<file path="src/rtl/dmem_pkg.sv">
// Shared types and constants for the data-memory access unit.
//   size_e  : request access size encoding (ReqSize)
//   state_e : access FSM states
//   ZERO_WORD_IDX : word index that is hardwired to zero and read-only
package dmem_pkg;

  typedef enum logic [1:0] {
    SZ_BYTE = 2'b00,
    SZ_HALF = 2'b01,
    SZ_WORD = 2'b10,
    SZ_RSVD = 2'b11
  } size_e;

  typedef enum logic [1:0] {
    IDLE = 2'b00,
    RD   = 2'b01,
    WR   = 2'b10,
    RESP = 2'b11
  } state_e;

  localparam int ZERO_WORD_IDX = 0;

endpackage

</file>
<file path="src/rtl/dmem_lane_align.sv">
// Combinational lane steering for the data-memory access unit.
// Ports:
//   word_i    : memory word (read data)
//   lane_i    : byte lane within the word (address bits 1:0), little-endian
//   size_i    : access size
//   signed_i  : 1 = sign-extend loads, 0 = zero-extend
//   wdata_i   : right-justified store data
//   ld_data_o : extracted and extended load result
//   st_word_o : word_i with the selected lane replaced by wdata_i
//               (wdata_i itself for word accesses)
module dmem_lane_align
  import dmem_pkg::*;
#(
  parameter int AWIDTH = 32
) (
  input  logic [AWIDTH-1:0] word_i,
  input  logic [1:0]        lane_i,
  input  size_e             size_i,
  input  logic              signed_i,
  input  logic [AWIDTH-1:0] wdata_i,
  output logic [AWIDTH-1:0] ld_data_o,
  output logic [AWIDTH-1:0] st_word_o
);

  logic [4:0]        sh;
  logic [7:0]        byte_v;
  logic [15:0]       half_v;
  logic [AWIDTH-1:0] byte_mask;
  logic [AWIDTH-1:0] half_mask;
  logic [AWIDTH-1:0] byte_ins;
  logic [AWIDTH-1:0] half_ins;

  // Lane shift in bits; half accesses only reach here aligned (lane 0 or 2).
  assign sh        = {lane_i, 3'b000};
  assign byte_v    = 8'(word_i >> sh);
  assign half_v    = 16'(word_i >> sh);
  assign byte_mask = {{(AWIDTH-8){1'b0}}, 8'hFF} << sh;
  assign half_mask = {{(AWIDTH-16){1'b0}}, 16'hFFFF} << sh;
  assign byte_ins  = {{(AWIDTH-8){1'b0}}, wdata_i[7:0]} << sh;
  assign half_ins  = {{(AWIDTH-16){1'b0}}, wdata_i[15:0]} << sh;

  always_comb begin
    ld_data_o = word_i;
    st_word_o = wdata_i;
    case (size_i)
      SZ_BYTE: begin
        ld_data_o = {{(AWIDTH-8){signed_i & byte_v[7]}}, byte_v};
        st_word_o = (word_i & ~byte_mask) | byte_ins;
      end
      SZ_HALF: begin
        ld_data_o = {{(AWIDTH-16){signed_i & half_v[15]}}, half_v};
        st_word_o = (word_i & ~half_mask) | half_ins;
      end
      default: begin
        ld_data_o = word_i;
        st_word_o = wdata_i;
      end
    endcase
  end

endmodule

</file>
<file path="src/rtl/dmem_access_unit.sv">
// Load/store controller between the pipeline and the data memory.
// One request in flight at a time; sub-word stores use read-modify-write.
// Ports:
//   Clk, Rst_n        : clock, asynchronous active-low reset
//   ReqValid/ReqReady : request handshake
//   ReqWrite, ReqSize, ReqSigned, ReqAddr, ReqWData : request fields
//   RespValid, RespData, RespErr : one-cycle response
//   MemWE, MemAddr, MemWData, MemRData : memory port (word-indexed)
//   DbgState          : current FSM state
// Handshake: a request transfers on a rising Clk edge where ReqValid and
// ReqReady are both high; all Req* fields are captured at that edge.
// ReqReady is high only in IDLE. RespValid is a single-cycle pulse that
// cannot be stalled; ReqReady returns the cycle after it.
module dmem_access_unit
  import dmem_pkg::*;
#(
  parameter int AWIDTH  = 32,
  parameter int ALENGTH = 128
) (
  input  logic              Clk,
  input  logic              Rst_n,
  input  logic              ReqValid,
  output logic              ReqReady,
  input  logic              ReqWrite,
  input  logic [1:0]        ReqSize,
  input  logic              ReqSigned,
  input  logic [AWIDTH-1:0] ReqAddr,
  input  logic [AWIDTH-1:0] ReqWData,
  output logic              RespValid,
  output logic [AWIDTH-1:0] RespData,
  output logic              RespErr,
  output logic              MemWE,
  output logic [AWIDTH-1:0] MemAddr,
  output logic [AWIDTH-1:0] MemWData,
  input  logic [AWIDTH-1:0] MemRData,
  output logic [1:0]        DbgState
);

  localparam int IDXW = $clog2(ALENGTH);
  localparam logic [AWIDTH:0] ADDR_LIMIT = (AWIDTH+1)'(ALENGTH * 4);

  state_e            state_q;
  logic              ready_q;
  logic              resp_valid_q;
  logic              resp_err_q;
  logic [AWIDTH-1:0] resp_data_q;
  logic              mem_we_q;
  logic [IDXW-1:0]   mem_idx_q;
  logic [AWIDTH-1:0] mem_wdata_q;

  // Latched request fields
  logic              write_q;
  size_e             size_q;
  logic              signed_q;
  logic [1:0]        lane_q;
  logic [AWIDTH-1:0] wdata_q;

  size_e             req_size;
  logic [IDXW-1:0]   req_idx;
  logic              req_err;
  logic              accept;
  logic [AWIDTH-1:0] ld_data;
  logic [AWIDTH-1:0] st_word;

  assign req_size = size_e'(ReqSize);
  assign req_idx  = ReqAddr[IDXW+1:2];
  assign accept   = ReqValid && ready_q;

  // Only reachable from IDLE, where the request fields at the accept edge
  // are exactly what gets latched, so checking them directly is equivalent.
  assign req_err = (req_size == SZ_RSVD)
                || (req_size == SZ_HALF && ReqAddr[0])
                || (req_size == SZ_WORD && ReqAddr[1:0] != 2'b00)
                || ({1'b0, ReqAddr} >= ADDR_LIMIT)
                || (ReqWrite && req_idx == IDXW'(ZERO_WORD_IDX));

  dmem_lane_align #(.AWIDTH(AWIDTH)) u_lane_align (
    .word_i    (MemRData),
    .lane_i    (lane_q),
    .size_i    (size_q),
    .signed_i  (signed_q),
    .wdata_i   (wdata_q),
    .ld_data_o (ld_data),
    .st_word_o (st_word)
  );

  always_ff @(posedge Clk or negedge Rst_n) begin
    if (!Rst_n) begin
      state_q      <= IDLE;
      ready_q      <= 1'b0;
      resp_valid_q <= 1'b0;
      resp_err_q   <= 1'b0;
      resp_data_q  <= '0;
      mem_we_q     <= 1'b0;
      mem_idx_q    <= '0;
      mem_wdata_q  <= '0;
      write_q      <= 1'b0;
      size_q       <= SZ_BYTE;
      signed_q     <= 1'b0;
      lane_q       <= 2'b00;
      wdata_q      <= '0;
    end else begin
      // Pulse outputs default low; the state that needs them reasserts.
      resp_valid_q <= 1'b0;
      mem_we_q     <= 1'b0;
      case (state_q)
        IDLE: begin
          if (accept) begin
            ready_q     <= 1'b0;
            write_q     <= ReqWrite;
            size_q      <= req_size;
            signed_q    <= ReqSigned;
            lane_q      <= ReqAddr[1:0];
            wdata_q     <= ReqWData;
            resp_data_q <= '0;
            if (req_err) begin
              resp_err_q   <= 1'b1;
              resp_valid_q <= 1'b1;
              state_q      <= RESP;
            end else begin
              resp_err_q <= 1'b0;
              mem_idx_q  <= req_idx;
              if (ReqWrite && req_size == SZ_WORD) begin
                mem_we_q    <= 1'b1;
                mem_wdata_q <= ReqWData;
                state_q     <= WR;
              end else begin
                state_q <= RD;
              end
            end
          end else begin
            // Also provides the first-edge-after-reset rise of ReqReady.
            ready_q <= 1'b1;
          end
        end
        RD: begin
          if (write_q) begin
            mem_we_q    <= 1'b1;
            mem_wdata_q <= st_word;
            state_q     <= WR;
          end else begin
            resp_data_q  <= ld_data;
            resp_valid_q <= 1'b1;
            state_q      <= RESP;
          end
        end
        WR: begin
          resp_valid_q <= 1'b1;
          state_q      <= RESP;
        end
        RESP: begin
          resp_err_q  <= 1'b0;
          resp_data_q <= '0;
          ready_q     <= 1'b1;
          state_q     <= IDLE;
        end
        default: state_q <= IDLE;
      endcase
    end
  end

  assign ReqReady  = ready_q;
  assign RespValid = resp_valid_q;
  assign RespErr   = resp_err_q;
  assign RespData  = resp_data_q;
  assign MemWE     = mem_we_q;
  assign MemAddr   = AWIDTH'(mem_idx_q);
  assign MemWData  = mem_wdata_q;
  assign DbgState  = state_q;

endmodule
</file>
<file path="config.mk">
export PLATFORM = sky130hd
export DESIGN_NAME = dmem_access_unit
export DESIGN_NICKNAME = d
export VERILOG_FILES = /design/src/rtl/dmem_pkg.sv /design/src/rtl/dmem_lane_align.sv /design/src/rtl/dmem_access_unit.sv
export SDC_FILE = /design/constraint.sdc
export NUM_CORES = 1
export LEC_CHECK = 0
export CAP_MARGIN = 20
export CORE_ASPECT_RATIO = 2
export CORE_MARGIN = 2
export CORE_UTILIZATION = 65
export DETAILED_ROUTE_END_ITERATION = 10
export DONT_BUFFER_PORTS = 1
export PLACE_DENSITY = 0.91
export SYNTH_ARGS = -nofsm -noshare
export SYNTH_HDL_FRONTEND = slang
export SYNTH_HIERARCHICAL = 1
export SYNTH_SLANG_ARGS = --single-unit
</file>
<file path="constraint.sdc">
create_clock -name Clk -period 3.1 [get_ports Clk]
set_input_delay 0.31 -clock Clk [delete_from_list [all_inputs] [get_ports Clk]]
set_output_delay 0.31 -clock Clk [all_outputs]
set_load 0.01 [all_outputs]
</file>
* Yosys cells after proc, flatten, opt, wreduce, memory -nomap -nowiden
Cells that the tools add are included.
Cells by class: order comparisons 1, equal/unequal tests 12, shift-type cells 5, muxes and demuxes 28, bitwise gates (word level) 9, reduce and logical (&&, ||, !) cells 21
Operator list (count):
- $mux W32 | 6
- $pmux W32 S2 | 3
- $pmux W32 S3 | 1
- $and A32 B32 Y32 | 2
- $not A32 Y32 | 2
- $or A32 B32 Y32 | 2
- $ge A32 B10 Y1 const B | 1
- $shl A16 B5 Y32 | 1
- $shl A16 B5 Y32 const A | 1
- $shl A8 B5 Y32 | 1
- $shl A8 B5 Y32 const A | 1
- $shr A32 B5 Y16 | 1
- $mux W1 | 10
- $ne A2 B2 Y1 const B | 5
- $eq A2 B2 Y1 const B | 4
- $pmux W2 S4 | 1
- $logic_not A7 Y1 | 1
- $eq A2 B1 Y1 const B | 3
- $mux W2 | 3
- $pmux W1 S2 | 3
- $reduce_and A3 Y1 | 2
- $reduce_bool A2 Y1 | 3
- $logic_and A1 B1 Y1 | 5
- $reduce_and A5 Y1 | 1
- 7 further kinds | 13
Word-level totals: register bits after elaboration 115, logic and storage cells 89

* Depth between registers and ports, before layout
Gate-level depths: netlist of the first run.
depth in word-level cells 9, mapped depth 11, depth with buffers taken out 8

* Modules after synthesis
Netlist of the first run, hierarchy kept.
By module, submodules not included:
- dmem_access_unit | instances 1, cells each 351, area each 5223.8 sq um, sequential area each 2877.8 sq um
- dmem_lane_align | instances 1, cells each 282, area each 2050.7 sq um, sequential area each 0.0 sq um

* Worst setup path before layout of the first run
No wires, ideal clock.
path type register -> register, from register lane_q[0], to register mem_wdata_q[19], in the netlist MemWData[19], arrival 2342 ps, data required time 2975 ps, setup slack 633 ps, cell stages (with the launch flop) 12, path buffers 3, clock period less this slack 2467 ps, path through dfrtp_1 > buf_6 > buf_12 > buf_6 > inv_1 > ha_1 > inv_1 > a22o_1 > a222oi_1 > mux2i_1 > mux2_2 > mux2_4
On the way: cells in the longest elaborated chain, start to end 7, elaborated cells between the ends (all ways) 13, those cells by class shift: 4; mux: 3; bitwise: 6
RTL lines:
- start: declaration | line dmem_access_unit.sv:55 | logic [1:0] lane_q;
- start signal: assignment | line dmem_access_unit.sv:113 | lane_q <= ReqAddr[1:0];
- $shl A16 B5 Y32 or $shl A8 B5 Y32 (tied branches) | line dmem_lane_align.sv:38, dmem_lane_align.sv:37
- $not A32 Y32, on equally long branches | line dmem_lane_align.sv:52, dmem_lane_align.sv:48
- $and A32 B32 Y32, on equally long branches | line dmem_lane_align.sv:52, dmem_lane_align.sv:48
- $or A32 B32 Y32, on equally long branches | line dmem_lane_align.sv:52, dmem_lane_align.sv:48
- $pmux W32 S2 * | line dmem_lane_align.sv:45 | case (size_i)
- named net st_word[19] | line dmem_access_unit.sv:63 | logic [AWIDTH-1:0] st_word;
- $mux W32 * | line dmem_access_unit.sv:137 | if (write_q) begin
- $pmux W32 S2 * | line dmem_access_unit.sv:106 | case (state_q)
- end signal: assignment | line dmem_access_unit.sv:125 | mem_wdata_q <= ReqWData;
- end signal: assignment | line dmem_access_unit.sv:139 | mem_wdata_q <= st_word;
- end: declaration | line dmem_access_unit.sv:49 | logic [AWIDTH-1:0] mem_wdata_q;
Mark *: on every way through the listed nets, which the timed path passes. The rest lies on a longest branch. The select of a mux whose other input is x is not followed. A chain may end at the register's enable or synchronous reset.

* Worst setup path in the final report of the first run
from register lane_q[1], to register mem_wdata_q[18], in the netlist MemWData[18]
Same word-level chain as after synthesis.

==> out/summary.txt, run 1 <==
RSZ-0062 raised after global routing -> false
CP arrival -> 2.88 ns
Clk buf depth -> 2
Gr ovfl total -> 0
Netlist cell types -> 59
Post-route minimum period -> 2.581 ns
Final Hold Viols -> 0
Layout cells sized above 1 -> 29.07%
# rows -> 54
Initial DRC count -> 450
Root buf cell -> clkbuf_16
Worst EP required -> 3.40 ns
I/O Pins -> 205
Worst-path maximum fanout -> 30
Antenna-violating nets left -> 0
Worst skew pair latency -> 0.41 ns
Routed wire per std cell -> 25.65 um
Setup_tns -> 0 ns
Die Y -> 153.6 um
Die area -> 0.01211 mm2
Total power -> 9653 uW
Fin crit share -> 83.25%
Clock-pin slew on the worst setup and hold paths -> 0.06 ns
Mean Syn Cell Area -> 11.49 um2
CTS sink count -> 115
Vias in the first global route -> 5484
Synth top area share -> 39.56%
Sequential-to-total area share from yosys stat -> 39.56%
Startpoint types -> flip-flop
PD cells -> 1236 mW/mm2
Most frequent cell after synthesis -> dfrtp_1
IO Port Bufs -> 0
Gpl congestion -> 0.9529
Initial antenna violation count -> 0
H-tree depth -> 4
Vias -> 5299
CTS tree -> yes
Worst Path Class, Setup -> reg2reg
Maximum clock rate -> 0.3875 GHz
Total of max-cap violations -> 0
Final setup viols -> 0
Initial Util -> 66.87%
Post-synthesis register bit count -> 115
DIE WIDTH -> 78.81 um
Hpwl dp -> 14.08 mm
Vias per cell -> 6.855
Number of buffers created by CTS -> 17
Layout Nets -> 734
Pleak -> 0.003703 uW
GRT Total Usage -> 32.65%
Tightest Pin Transition -> 0.7639 ns
Number of remaining DRC errors -> 0
CP max stage cell -> a222oi_1
Total Wirelength -> 19.82 mm
Status -> finished clean
Max-slew violations -> 0
Drt first pass iters -> 6
Crit end category -> flip-flop
First-pass GRT wire length -> 30.15 mm
Clock Skew -> 0.009691 ns
Post-synth EDFFs -> 0
Ant diodes -> 0
Syn Std Cell Area -> 0.007274 mm2
Critical-path cell list -> buf_4 > nor2b_4 > a22o_1 > a222oi_1 > mux2i_1 > mux2_2 > mux2_4
Layout area overhead -> 7.362%
Core area -> 0.01088 mm2
Syn Inst Count -> 633
Setup bufs post-CTS -> 0
Largest net degree at the start of global routing -> 116
Worst vdd ir -> 0.0007706 V
Post-CTS Resized -> 0
Min-Delay Path Class -> in2reg
Yosys top cell by area -> dfrtp_1
Slew HR -> 49.08%
Post-synth ARST share -> 100.0%
Synth cell count leaders -> 115 x dfrtp_1, 81 x mux2_2, 49 x a22o_1
Synth warn -> 6
Synth area leaders -> dfrtp_1 40%, mux2_2 13%, mux2_4 7.4%
Largest stage delay, worst path -> 0.52 ns
Predominant post-synthesis flop cell -> dfrtp_1
## sequential cells by signal, summed over array words and instances, names as in the netlist
| register | cells |
|---|---|
| DbgState | 2 |
| MemWData | 32 |
| MemWE | 1 |
| ReqReady | 1 |
| RespData | 32 |
| RespErr | 1 |
| RespValid | 1 |
| lane_q | 2 |
| mem_idx_q | 7 |
| signed_q | 1 |
| size_q | 2 |
| wdata_q | 32 |
| write_q | 1 |
## power breakdown
group / internal, uW / total [uW] / switching [uW]
combinational: 2210 / 4480 / 2280
sequential: 2170 / 3070 / 903
clock: 1410 / 2100 / 685
total: 5790 / 9650 / 3860
## logic make-up after synthesis
group / Yosys count / share of synthesized area [%]
buffers and inverters: 87 / 8.119
DFF: 115 / 39.56
adders and majority gates: 9 / 1.548
and+or+nand+nor: 109 / 8.565
other: 1 / 0.05155
muxes: 158 / 25.61
AOI/OAI and AO/OA: 154 / 16.55
## per-stage QoR
stage	cells	hold slack [ns]	setup WS [ns]	util, %	cell area (um2)
final	773	0.04138	0.5194	71.80	7810
after global routing	773	0.03450	0.3616	71.80	7810
after CTS	772	0.03025	0.5700	71.54	7782
after detailed placement	740	0.01743	0.5800	65.49	7124
after global placement	740	0.01718	0.6606	65.49	7124
after floorplan	657	0.01441	0.6326	-	7365
## cell type report
cell class,instances,area [um2]
fill,773,3068
tap,140,175.2
sequential,115,2879
clock inverter,10,183.9
multi-input combinational,455,3906
inverter,17,66.31
clock buffer,20,436.7
timing repair buffer,16,162.7
## what timing repair did
item                                    4_1_cts  5_1_grt
hold buffers                                  2        0
endpoints found under the hold margin       115        0
endpoints found under the setup margin        0        0
## placed cells by master, fill, tap and decap left out, types with 14 or more instances in the layout
| cell | n |
|---|---|
| dfrtp_1 | 114 |
| mux2_2 | 81 |
| a22o_1 | 49 |
| nand2_1 | 43 |
| mux2i_1 | 41 |
| mux2_4 | 36 |
| conb_1 | 25 |
| a21oi_1 | 18 |
| clkbuf_16 | 17 |
| inv_1 | 16 |
| a221oi_1 | 16 |
| a211oi_1 | 16 |
| a21o_1 | 16 |
| nor2_1 | 14 |
## critical path, delay by kind of cell (launching register included)
kind            cells  cell delay, ns
compound gates      2            0.76
simple gates        1            0.20
flops               1            0.38
mux                 3            0.74
buf+inv             1            0.38
## path summary, 6_finish.rpt
path / start / endpoint / slack [ns] / depth (start not counted)
worst min register to register: wdata_q[21] / wdata_q[21] / 0.50 / 1
worst max-delay path: lane_q[1] / MemWData[18] / 0.52 / 7
worst max register to register: lane_q[1] / MemWData[18] / 0.52 / 7
worst min-delay path: ReqWData[7] / wdata_q[7] / 0.04 / 1
max in group asynchronous: Rst_n / RespData[27] / 2.14 / 2
min in group asynchronous: Rst_n / DbgState[0] / 0.50 / 2
## layer usage
metal  wire [um]  up-vias  part of all wire, %  global-route usage, %
li1            -     2288                    -                      -
met2       10620      331                   54                  56.98
met4        1014        0                  5.1                  19.97
met1        6646     2609                   34                  34.74
met3        1540       71                  7.8                  7.746
met5           0        -                    0                      0
Note: power is estimated with default switching activity, not from simulation.
==> run 2, diff against run 1 <==
--- a/config.mk
+++ b/config.mk
@@ -8,10 +8,10 @@
 export CAP_MARGIN = 20
 export CORE_ASPECT_RATIO = 2
 export CORE_MARGIN = 2
-export CORE_UTILIZATION = 65
+export CORE_UTILIZATION = 58
 export DETAILED_ROUTE_END_ITERATION = 10
 export DONT_BUFFER_PORTS = 1
-export PLACE_DENSITY = 0.91
+export PLACE_DENSITY = 0.86
 export SYNTH_ARGS = -nofsm -noshare
 export SYNTH_HDL_FRONTEND = slang
 export SYNTH_HIERARCHICAL = 1
==> constraint.sdc (replaced) <==
create_clock -name Clk -period 2.2 [get_ports Clk]
set_input_delay 0.22 -clock Clk [delete_from_list [all_inputs] [get_ports Clk]]
set_output_delay 0.22 -clock Clk [all_outputs]
set_load 0.01 [all_outputs]
==> out/summary.txt, run 2 (synthesized netlist as in run 1, its figures left out) <==
Slew HR -> 57.32% (was 49.08%)
Layout cells sized above 1 -> 32.86% (was 29.07%)
Total Wirelength -> 21.33 mm (was 19.82 mm)
Antenna-violating nets left -> 0 (unchanged)
CTS sink count -> 115 (unchanged)
Commonest non-fill, non-tap cell in the layout -> dfrtp_1 (unchanged)
Min-Delay Path Class -> in2async (was in2reg)
Routed wire per std cell -> 25.01 um (was 25.65 um)
Vias in the first global route -> 5975 (was 5484)
Worst vdd ir -> 0.001171 V (was 0.0007706 V)
Die area -> 0.01351 mm2 (was 0.01211 mm2)
Tightest Pin Transition -> 0.6343 ns (was 0.7639 ns)
Setup_tns -> -0.1693 ns (was 0 ns)
Vias per cell -> 6.519 (was 6.855)
Hpwl dp -> 14.95 mm (was 14.08 mm)
Status -> complete, but fails checks (was finished clean)
# rows -> 57 (was 54)
CTS tree -> yes (unchanged)
Gpl congestion -> 0.9397 (was 0.9529)
Most frequent cells in the layout -> 113 x dfrtp_1, 73 x mux2_2, 49 x a22o_1 (was 114 x dfrtp_1, 81 x mux2_2, 49 x a22o_1)
Number of buffers created by CTS -> 17 (unchanged)
Vias -> 5561 (was 5299)
Hold Buf Count CTS -> 45 (was 2)
Startpoint types -> flip-flop (unchanged)
H-tree depth -> 4 (unchanged)
Maximum clock rate -> 0.4326 GHz (was 0.3875 GHz)
Setup ws final -> -0.1117 ns (was 0.5194 ns)
Layout area overhead -> 19.01% (was 7.362%)
Root buf cell -> clkbuf_16 (unchanged)
Placed instance area -> 0.007462 mm2 (was 0.007124 mm2)
Final setup viols -> 4 (was 0)
Worst Path Class, Setup -> reg2reg (unchanged)
Fin crit share -> 105.1% (was 83.25%)
Total of max-cap violations -> 0 (unchanged)
Initial Util -> 59.65% (was 66.87%)
Initial DRC count -> 463 (was 450)
Core area -> 0.01220 mm2 (was 0.01088 mm2)
Ant diodes -> 0 (unchanged)
Layout Nets -> 805 (was 734)
Clk buf depth -> 2 (unchanged)
Die Y -> 162.4 um (was 153.6 um)
IO Port Bufs -> 0 (unchanged)
CP arrival -> 2.62 ns (was 2.88 ns)
RSZ-0062 raised after global routing -> true (was false)
Worst-path maximum fanout -> 7 (was 30)
Clock Skew -> 0.006701 ns (was 0.009691 ns)
R2R Setup Slk -> -0.11 ns (was 0.52 ns)
Number of remaining DRC errors -> 0 (unchanged)
Drt first pass iters -> 6 (unchanged)
DIE WIDTH -> 83.19 um (was 78.81 um)
Worst EP required -> 2.51 ns (was 3.40 ns)
Initial antenna violation count -> 0 (unchanged)
PD cells -> 1684 mW/mm2 (was 1236 mW/mm2)
First-pass GRT wire length -> 32.60 mm (was 30.15 mm)
I/O Pins -> 205 (unchanged)
Fin area -> 0.008657 mm2 (was 0.007810 mm2)
Hold WS -> -0.5057 ns (was 0.04138 ns)
Crit end category -> flip-flop (unchanged)
Pleak -> 0.004073 uW (was 0.003703 uW)
Violated checks -> hold timing, setup timing
Clock-pin slew on the worst setup and hold paths -> 0.06 ns (about the same)
Largest net degree at the start of global routing -> 116 (unchanged)
Max-slew violations -> 0 (unchanged)
Worst skew pair latency -> 0.42 ns (was 0.41 ns)
Gr ovfl total -> 0 (unchanged)
GRT Total Usage -> 31.24% (was 32.65%)
FILL cells -> 822 (was 773)
Final Hold Viols -> 115 (was 0)
Post-route minimum period -> 2.312 ns (was 2.581 ns)
run 2: cell type report:
| cell class | count | area (um2) | share of cell area, % |
|---|---|---|---|
| Sequential cell | 115 | 2880 | 33.27 |
| Tap cell | 147 | 183.9 | 2.125 |
| Inverter | 17 | 76.32 | 0.8816 |
| Timing Repair Buffer | 87 | 868.3 | 10.03 |
| Clock inverter | 12 | 180.2 | 2.081 |
| Multi-Input combinational cell | 455 | 4021 | 46.45 |
| Clock buffer | 20 | 446.7 | 5.160 |
run 2: layer usage:
layer,vias up,wire [um],global-route usage [%]
met5,-,0,0
met4,0,1320,19.37
met3,74,1510,8.870
met2,289,11420,55.90
met1,2769,7081,31.59
li1,2429,-,-
run 2: repair_timing:
item / CTS / global route
setup buffers: 2 / 1
pin swaps: 3 / 6
endpoints found under the hold margin: 160 / 115
endpoints found under the setup margin: 6 / 43
resized for setup: 4 / 17
run 2: worst max-delay path: stages (launching register included):
cell,delay (ns)
dfrtp_2,0.41
inv_4,0.05
ha_4,0.28
inv_8,0.05
a22o_1,0.20
a222oi_1,0.45
buf_4,0.19
mux2i_1,0.06
mux2_4,0.26
mux2_4,0.26
run 2: path summary, 6_finish.rpt:
| check | start | end | cells after the start |
|---|---|---|---|
| setup / recovery | lane_q[0] | MemWData[19] | 9 |
| hold / removal | Rst_n | MemWData[29] | 0 |
| setup reg to reg | lane_q[0] | MemWData[19] | 9 |
| hold reg to reg | wdata_q[25] | wdata_q[25] | 1 |
| max in group asynchronous | Rst_n | RespData[5] | 0 |
| min in group Clk | MemRData[18] | RespData[18] | 3 |
run 2: power by group:
group	leakage [uW]	internal, uW	switching, uW	total, uW
sequential	0.00145	3060	1250	4310
clock	0.000301	1930	1030	2950
combinational	0.00233	3800	3500	7310
run 2: through the flow:
stage               worst slack, ns  cells  total power (uW)  utilization, %
floorplan                   -0.1354    657              9370               -
global placement            -0.1094    774             10910           61.19
detailed placement          -0.1051    774             11130           61.19
CTS                         -0.1131    853             14320           70.35
global route                -0.1678    853             15210           70.99
finish                      -0.1117    853             14570           70.99
